--- src/rtl/dmem_port_arbiter.sv ---
// Data-memory port arbiter: core has priority, host has a starvation guard.
// Read tags ride alongside the memory latency to steer responses and load sideband.
module dmem_port_arbiter #(
  parameter int RD_LATENCY    = 1,
  parameter int ADDR_W        = 12,
  parameter int HOST_MAX_WAIT = 4
) (
  input  logic              clk,
  input  logic              rst_n,
  input  logic              i_core_req,
  input  logic              i_core_we,
  input  logic [ADDR_W+1:0] i_core_addr,
  input  logic [31:0]       i_core_wdata,
  input  logic [3:0]        i_core_be,
  input  logic [2:0]        i_core_funct3,
  input  logic              i_host_req,
  input  logic              i_host_we,
  input  logic [ADDR_W+1:0] i_host_addr,
  input  logic [31:0]       i_host_wdata,
  input  logic [3:0]        i_host_be,
  output logic              o_core_gnt,
  output logic              o_host_gnt,
  output logic              o_core_rvalid,
  output logic              o_host_rvalid,
  output logic [31:0]       o_rdata,
  output logic              o_lu_load,
  output logic [1:0]        o_lu_addr,
  output logic [2:0]        o_lu_funct3,
  output logic              o_mem_en,
  output logic [3:0]        o_mem_we,
  output logic [ADDR_W-1:0] o_mem_addr,
  output logic [31:0]       o_mem_wdata,
  input  logic [31:0]       i_mem_rdata
);

  typedef struct packed {
    logic       v;
    logic       id;
    logic [1:0] a;
    logic [2:0] f3;
  } tag_t;

  localparam logic [3:0] MAX_W = 4'(HOST_MAX_WAIT);

  logic [3:0] wait_cnt;
  logic       host_win;
  logic       core_win;
  tag_t       tag_in;
  tag_t       tag_out;
  tag_t       pipe [RD_LATENCY];

  assign host_win = rst_n & i_host_req
                  & (~i_core_req | (wait_cnt == MAX_W));
  assign core_win = rst_n & i_core_req & ~host_win;

  assign o_core_gnt = core_win;
  assign o_host_gnt = host_win;

  always_comb begin
    o_mem_en    = 1'b0;
    o_mem_we    = 4'b0;
    o_mem_addr  = i_core_addr[ADDR_W+1:2];
    o_mem_wdata = i_core_wdata;
    tag_in      = '0;
    unique case (1'b1)
      host_win: begin
        o_mem_en    = 1'b1;
        o_mem_we    = i_host_we ? i_host_be : 4'b0;
        o_mem_addr  = i_host_addr[ADDR_W+1:2];
        o_mem_wdata = i_host_wdata;
        tag_in.v    = ~i_host_we;
        tag_in.id   = 1'b1;
        tag_in.a    = i_host_addr[1:0];
        tag_in.f3   = 3'b010;
      end
      core_win: begin
        o_mem_en    = 1'b1;
        o_mem_we    = i_core_we ? i_core_be : 4'b0;
        tag_in.v    = ~i_core_we;
        tag_in.id   = 1'b0;
        tag_in.a    = i_core_addr[1:0];
        tag_in.f3   = i_core_funct3;
      end
      default: ;
    endcase
  end

  always_ff @(posedge clk or negedge rst_n) begin
    if (!rst_n) begin
      wait_cnt <= 4'd0;
    end else if (!i_host_req || host_win) begin
      wait_cnt <= 4'd0;
    end else if (core_win && wait_cnt != MAX_W) begin
      wait_cnt <= wait_cnt + 4'd1;
    end
  end

  // never stalls: memory returns data a fixed number of cycles later
  always_ff @(posedge clk or negedge rst_n) begin
    if (!rst_n) begin
      for (int i = 0; i < RD_LATENCY; i++) pipe[i] <= '0;
    end else begin
      pipe[0] <= tag_in;
      for (int i = 1; i < RD_LATENCY; i++) pipe[i] <= pipe[i-1];
    end
  end

  assign tag_out       = pipe[RD_LATENCY-1];
  assign o_core_rvalid = tag_out.v & ~tag_out.id;
  assign o_host_rvalid = tag_out.v & tag_out.id;
  assign o_lu_load     = o_core_rvalid;
  assign o_lu_addr     = o_core_rvalid ? tag_out.a : 2'b0;
  assign o_lu_funct3   = o_core_rvalid ? tag_out.f3 : 3'b0;
  assign o_rdata       = i_mem_rdata;

endmodule

--- config.mk ---
export PLATFORM = sky130hd
export DESIGN_NAME = dmem_port_arbiter
export DESIGN_NICKNAME = d
export VERILOG_FILES = /design/src/rtl/dmem_port_arbiter.sv
export SDC_FILE = /design/constraint.sdc
export NUM_CORES = 1
export LEC_CHECK = 0
export CELL_PAD_IN_SITES_DETAIL_PLACEMENT = 1
export CELL_PAD_IN_SITES_GLOBAL_PLACEMENT = 1
export CORE_MARGIN = 8
export CORE_UTILIZATION = 14
export CTS_CLUSTER_DIAMETER = 40
export DETAILED_ROUTE_END_ITERATION = 7
export PLACE_DENSITY = 0.88
export REMOVE_ABC_BUFFERS = 1
export SLEW_MARGIN = 15
export SYNTH_ARGS = -nofsm -noshare
export SYNTH_HDL_FRONTEND = slang
export SYNTH_SLANG_ARGS = --single-unit
--- constraint.sdc ---
create_clock -name clk -period 6 [get_ports clk]
set_clock_uncertainty 0.15 [all_clocks]
set_input_delay 1.2 -clock clk [delete_from_list [all_inputs] [get_ports clk]]
set_output_delay 1.2 -clock clk [all_outputs]
set_load 0.05 [all_outputs]
==> results.rst, run 1 <==
.. list-table::
   :header-rows: 1

   * - Metric
     - Value
   * - Floorplan die area
     - approximately 0.013 mm2
   * - Commonest register cell after synthesis
     - dfrtp_1
   * - Number of port buffers
     - 167
   * - Setup TNS after final layout
     - 0 ns
   * - DRC violation total after the first TritonRoute iteration
     - 35
   * - Number of flops mapped to enable cells by yosys
     - 0
   * - Post-layout net count
     - between 400 and 500
   * - Hold crit path type
     - reg2reg
   * - Mean Syn Cell Area
     - between 10 and 15 um2
   * - Clock transition at the registers of the reported paths
     - roughly 0.05 ns
   * - Worst Tran Pin Value
     - 0.756 ns
   * - Classification of the worst setup path
     - in2out
   * - GRT Util Overall
     - around 12%
   * - Routed wire length
     - roughly 9000 um
   * - Vias
     - ~1600
   * - Vertical extent of the die
     - approximately 120 um
   * - Slew Limit Headroom
     - 49.3%
   * - Number of library cell types mapped by synthesis
     - 30
   * - Syn-to-layout area delta
     - 114%
   * - Areal power density over the cells
     - about 140 mW/mm2
   * - Remaining DRCs
     - 0
   * - Signal arrival time at the worst endpoint
     - ~3.6 ns
   * - Clock tree root driver cell
     - clkbuf_8
   * - Worst hold path stage count
     - 1
   * - Crit share post-route
     - between 80% and 90%
   * - Min-Delay Startpoint
     - wait_cnt[0]
   * - DR WL/cell
     - about 22 um
   * - Summed instance area of the synthesized netlist
     - about 0.0014 mm2
   * - Share of post-route cells with drive strength above 1
     - around a fifth
   * - Post-CTS setup repair buffer count
     - 0
   * - CTS hold repair buffers
     - 0
   * - Clock tree from TritonCTS
     - built
   * - Total half-perimeter wirelength after legalization and detailed placement
     - approximately 8000 um
   * - Top-Level Pins
     - about 230
   * - Initial Util
     - between 10% and 20%
   * - Flip-flop and latch count after synthesis
     - 11
   * - Status
     - completed
   * - Post-Place Setup Slack
     - roughly 1.0 ns
   * - Number of cell instances on the worst register-to-register path
     - 6
   * - Critical path fanouts, max
     - 55
   * - Sinks on the clock net
     - 11
   * - X dimension of the die
     - ~120 um
   * - Setup repair after global routing missed its margin
     - no
   * - Post-detailed-route via-to-cell ratio
     - roughly 4.0
   * - Minimum clock period after layout
     - between 4 and 5 ns
   * - Fraction of the yosys area taken by sequential cells
     - 19.6%
   * - Maximum VDD drop
     - between 0.04 and 0.05 mV
   * - Reg-to-reg slack, setup
     - about 4.3 ns
   * - Final GP Congestion
     - between 0.7 and 0.8
   * - End of the worst register-to-register path
     - pipe[3]
   * - Largest net degree at the start of global routing
     - 56
   * - Number of warnings reported in the yosys synthesis log
     - 0
   * - Final antenna diode count
     - 0
   * - Setup-failing EPs final
     - 0
   * - Worst-skew pair later-pin latency
     - 0.24 ns
   * - Antenna violations before repair
     - 0
   * - Required time of the critical path
     - approximately 4.7 ns
   * - Count of max-cap constraint violations
     - 0
   * - Kind of launch point of the worst setup path
     - primary input
   * - Post-Synthesis Cells
     - about 140
   * - Post-cts repair resize count
     - 0
   * - Endpoint of the worst hold-timing path
     - wait_cnt[0]
   * - Share of async-settable or async-resettable flops after synthesis
     - 100%
   * - TritonRoute pass-1 iters
     - 3
   * - Via count of the first global-routing pass
     - around 2000
   * - Achievable Freq
     - roughly 200 MHz
   * - Maximum level of the CTS H-tree
     - 1
   * - Hold violation total from the final report
     - 0
   * - Setup WS post-layout
     - between 1 and 1.5 ns
   * - Maximum count of clock buffers along a single path
     - 2
   * - Leakage power
     - roughly 1.1 nW
   * - Core box area
     - approximately 0.0097 mm2
   * - First-pass GRT wire length
     - ~12000 um
   * - Startpoint of the lowest-slack register-to-register path
     - wait_cnt[0]
   * - Element type at the critical path end
     - output port
   * - Number of buffers inserted during clock tree synthesis
     - 3
   * - Site row count
     - 36
   * - Total global routing overflow
     - 0
   * - Residual antenna-violating net count after detailed routing
     - 0
   * - Fin. max-slew vios
     - 0
==> cell type report <==
class	instances	area, um2
Timing Repair Buffer	170	1700
Tap cell	133	166
Fill cell	1139	6730
Sequential cell	11	275
Multi-Input combinational cell	83	797
Clock buffer	4	45.0
Inverter	5	18.8
==> flip-flops by register name (all words and copies together), names as in the netlist <==
register,flops
pipe,7
wait_cnt,4
==> through the flow <==
| step | cell area (um2) | util [%] | std cells | power (mW) | hold WS [ns] |
|---|---|---|---|---|---|
| final | 3000 | 30.8 | 406 | 0.414 | 0.379 |
| after global routing | 3000 | 30.8 | 406 | 0.434 | 0.422 |
| after floorplan | 1090 | - | 99 | 0.208 | 0.332 |
| after detailed placement | 2950 | 30.4 | 402 | 0.342 | 0.362 |
| after CTS | 3000 | 30.8 | 406 | 0.420 | 0.375 |
| after global placement | 2950 | 30.4 | 402 | 0.339 | 0.366 |
==> worst max-delay path: stages <==
cell and delay, ns:
clkdlybuf4s50_1 0.46, buf_4 0.25, nand2_1 0.15, a21oi_4 0.16, buf_12 0.26, mux2_2 0.39, clkdlybuf4s50_1 0.73
==> cell usage in the layout (no fill, tap or decap) <==
cell type,instances
nor3_1,1
a32o_1,4
o31ai_1,1
mux2_1,2
nand2_1,3
xor2_1,1
clkdlybuf4s50_1,163
clkbuf_8,3
o32ai_1,1
and3b_1,1
buf_12,1
clkbuf_1,1
nand4b_1,2
nand2b_1,1
ha_1,2
and2_1,8
nand3b_2,1
o21a_1,1
a22o_1,3
buf_4,6
or3_1,1
nand3_1,1
inv_1,5
a211oi_1,1
nand4_1,1
nor2b_1,1
a31oi_1,1
a21oi_1,1
a21oi_4,1
a31o_2,1
mux2_2,42
dfrtp_1,11
==> kinds of logic (layout without fill, tap and decap cells) <==
group | count (synthesis) | in the layout | synth area share [%]
buffers and inverters | 45 | 179 | 23.5
muxes | 44 | 44 | 35.4
and+or+nand+nor | 21 | 21 | 9.55
AOI/OAI and AO/OA | 15 | 15 | 9.56
DFF | 11 | 11 | 19.6
adders and majority gates | 2 | 2 | 1.79
xor gates and xnor gates | 1 | 1 | 0.625
==> power breakdown <==
group | total [mW] | switching [mW] | internal, mW | leakage (nW)
combinational | 0.261 | 0.135 | 0.126 | 0.954
sequential | 0.0785 | 0.00122 | 0.0773 | 0.148
clock | 0.0747 | 0.0280 | 0.0467 | 0.0228
total | 0.414 | 0.164 | 0.250 | 1.12
==> Yosys cell counts, types with 2 or more instances <==
cell type,n,area share [%]
mux2_2,42,34
buf_4,34,18
dfrtp_1,11,20
and2_1,8,3.6
inv_1,5,1.3
a32o_1,4,2.9
buf_6,4,3.2
a22o_1,3,1.9
nand2_1,3,0.80
buf_2,2,0.71
ha_1,2,1.8
mux2_1,2,1.6
nand4b_1,2,1.3
==> routing by layer <==
layer	wire length, um	global-route usage, %
met2	4290	19.7
met5	0	0
met4	78	2.85
met1	3300	13.4
met3	1170	7.66
==> how the worst max path moves through the flow <==
| stage | start | to | slack [ns] | depth (start not counted) |
|---|---|---|---|---|
| 4_1_cts | rst_n | o_mem_wdata[20] | 0.98 | 7 |
| 3_5_place_dp | rst_n | o_mem_wdata[20] | 1.00 | 7 |
| 3_3_place_gp | rst_n | o_mem_wdata[8] | 1.05 | 7 |
| 5_1_grt | rst_n | o_mem_wdata[5] | 0.89 | 7 |
| 6_report | rst_n | o_mem_wdata[20] | 1.01 | 7 |
| 2_1_floorplan | i_host_req | o_mem_we[0] | 1.62 | 3 |
Power figures use the tool's default switching activity.
==> inputs of run 2 (changes only) <==
CORE_UTILIZATION = 13   (was 14)
PLACE_DENSITY = 0.83   (was 0.88)
clock period = 4.8 ns   (was 6 ns; I/O delays follow)
==> run 2 against run 1 <==
Die area up 6.6%. Worst hold slack improved by 0.025 ns. Clock power up 17%. Flip-flop and latch count is the same. Cell count up 1.7%. Sequential share of layout area up 0.14 points. Setup slack worse by 0.19 ns. Total power increased by 22%. Combinational power up 22%. Design area down 1.5%. Largest cell class unchanged. Highest routed layer unchanged.
==> results.rst, run 2 (synthesis gave the netlist of run 1 again) <==
.. list-table::
   :header-rows: 1

   * - Metric
     - Value
   * - Largest registers in the final layout
     - pipe x7, wait_cnt x4
   * - Site row count
     - 38
   * - Most frequent cells in the layout
     - clkdlybuf4s50_1, buf_4, mux2_2
   * - Cell breakdown of the critical path
     - clkdlybuf4s50_1 > buf_4 > nand2_1 > a21oi_4 > buf_12 > mux2_2 > buf_4
   * - Switching pwr
     - 199 uW
   * - Min-Delay Startpoint
     - wait_cnt[0]
   * - Hold crit path type
     - reg2reg
   * - Minimum clock period after layout
     - between 3 and 4 ns
   * - Most common cell after layout, fill and taps aside
     - clkdlybuf4s50_1
   * - Crit share post-route
     - 82.9%
   * - Timing endpoint of the critical path
     - o_mem_wdata[1]
   * - Worst Tran Pin Value
     - 0.698 ns
   * - Vias
     - 1595
   * - End of the worst register-to-register path
     - pipe[4]
   * - GRT Util Overall
     - approximately a tenth
   * - Syn-to-layout area delta
     - 111%
   * - Worst-skew pair later-pin latency
     - ~0.23 ns
   * - Slowest stage cell on the critical path
     - clkdlybuf4s50_1
   * - Clock tree root driver cell
     - clkbuf_8
   * - Share of post-route cells with drive strength above 1
     - a little under two fifths
   * - Maximum count of clock buffers along a single path
     - 2
   * - Clock transition at the registers of the reported paths
     - 0.05 ns
   * - Remaining DRCs
     - 0
   * - Reg-to-reg slack, setup
     - 3.02 ns
   * - Layout fillers
     - 1250
   * - Achievable Freq
     - ~250 MHz
   * - Clock tree from TritonCTS
     - built
   * - Setup repair after global routing missed its margin
     - no
   * - Slew Limit Headroom
     - ~53%
   * - Post-detailed-route via-to-cell ratio
     - approximately 3.9
   * - Setup WS post-layout
     - ~0.82 ns
   * - Fin. max-slew vios
     - 0
   * - Floorplan die area
     - between 0.01 and 0.015 mm2
   * - Clock share of power
     - between 10% and 20%
   * - Number of port buffers
     - ~170
   * - Setup TNS after final layout
     - 0 ns
   * - Combinational share of power
     - a little over three fifths
   * - Setup-failing EPs final
     - 0
   * - Antenna violations before repair
     - 0
   * - DR WL/cell
     - just under 20 um
   * - Sinks on the clock net
     - 11
   * - Number of buffers inserted during clock tree synthesis
     - 3
   * - Initial Util
     - 13.1%
   * - Maximum level of the CTS H-tree
     - 1
   * - Post-cts repair resize count
     - 0
   * - Number of cell instances on the worst register-to-register path
     - 6
   * - Required time of the critical path
     - 3.69 ns
   * - Post-layout net count
     - around 420
   * - Critical Path Stages
     - 7
   * - Maximum VDD drop
     - between 0.06 and 0.07 mV
   * - Element type at the critical path end
     - output port
   * - Vertical extent of the die
     - between 100 and 150 um
   * - Crit path buffers/inverters
     - 4
   * - Power Internal
     - just over 300 uW
   * - Tightest hold margin
     - 0.404 ns
   * - Core box area
     - about 0.011 mm2
   * - Top-Level Pins
     - roughly 230
   * - Register with the most flip-flops
     - pipe
   * - Areal power density over the cells
     - 171 mW/mm2
   * - Crit path largest cell delay
     - between 0.4 and 0.5 ns
   * - Count of max-cap constraint violations
     - 0
   * - Proportion of power drawn by flip-flops and latches
     - 19.5%
   * - Switch share
     - 39.4%
   * - Final GP Congestion
     - 0.770
   * - Total global routing overflow
     - 0
   * - Status
     - completed
   * - Leakage power
     - around 1.2 nW
   * - Classification of the worst setup path
     - in2out
   * - Number of flip-flops in the largest register
     - 7
   * - Hold violation total from the final report
     - 0
   * - First-pass GRT wire length
     - 11200 um
   * - X dimension of the die
     - 120 um
   * - Startpoint of the lowest-slack register-to-register path
     - wait_cnt[0]
   * - Via count of the first global-routing pass
     - 1950
   * - CTS hold repair buffers
     - 0
   * - Kind of launch point of the worst setup path
     - primary input
   * - Post-CTS setup repair buffer count
     - 0
   * - Final antenna diode count
     - 0
   * - Post-Place Setup Slack
     - around 0.79 ns
   * - Cell with the most instances on the worst path
     - buf_4
   * - Largest net degree at the start of global routing
     - 56
   * - Total half-perimeter wirelength after legalization and detailed placement
     - roughly 7000 um
   * - Critical path fanouts, max
     - 55
   * - Routed wire length
     - roughly 8000 um
   * - Launch point of the critical path
     - rst_n
   * - Critical path's top delay family
     - buffers and inverters
   * - Signal arrival time at the worst endpoint
     - between 2 and 3 ns
   * - Residual antenna-violating net count after detailed routing
     - 0
   * - DRC violation total after the first TritonRoute iteration
     - 22
   * - TritonRoute pass-1 iters
     - 4
==> run 2: cell count changes in the layout (fill, tap and decap cells not counted) <==
cell / previous run / this run
buf_4: 6 / 47
buf_12: 1 / 6
clkdlybuf4s50_1: 163 / 117
==> run 2: power groups by stage <==
stage	Clock (mW)	Combinational, mW	Sequential, mW
after floorplan	0	0.160	0.0991
after global placement	0	0.317	0.0996
after detailed placement	0	0.323	0.0998
after CTS	0.0905	0.324	0.0984
after global routing	0.0963	0.334	0.0986
final	0.0876	0.319	0.0984
==> run 2: metrics by stage <==
step	cell area, um2	cells	power, mW	utilization [%]
2_1_floorplan	1090	99	0.259	-
3_3_place_gp	2910	409	0.417	27.2
3_5_place_dp	2910	409	0.423	27.2
4_1_cts	2960	413	0.513	27.6
5_1_grt	2960	413	0.528	27.6
6_report	2960	413	0.505	27.6
==> run 2: routing by layer <==
metal  track usage (%)  routed length [um]  up-vias  part of all wire [%]
met3              6.53                1080        2                    14
met1              9.61                2690      744                    34
met2              18.5                4140      119                    52
li1                  -                   -      730                     -
met5                 0                   0        -                     0
met4              2.34                  55        0                  0.69
==> run 2: how the worst min path moves through the flow <==
stage	end	slack (ns)	cells past startpoint
3_5_place_dp	wait_cnt[0]	0.39	1
3_3_place_gp	wait_cnt[0]	0.37	1
6_report	wait_cnt[0]	0.40	1
4_1_cts	wait_cnt[0]	0.40	1
2_1_floorplan	wait_cnt[0]	0.33	1
5_1_grt	wait_cnt[0]	0.43	1
==> run 2: final cells by class <==
cell class,instances,area (um2),area share (%)
Timing Repair Buffer,170,1640,55.6
Multi-Input combinational cell,83,797,27.0
Sequential cell,11,275,9.31
Tap cell,140,175,5.93
Clock buffer,4,45.0,1.52
Inverter,5,18.8,0.635
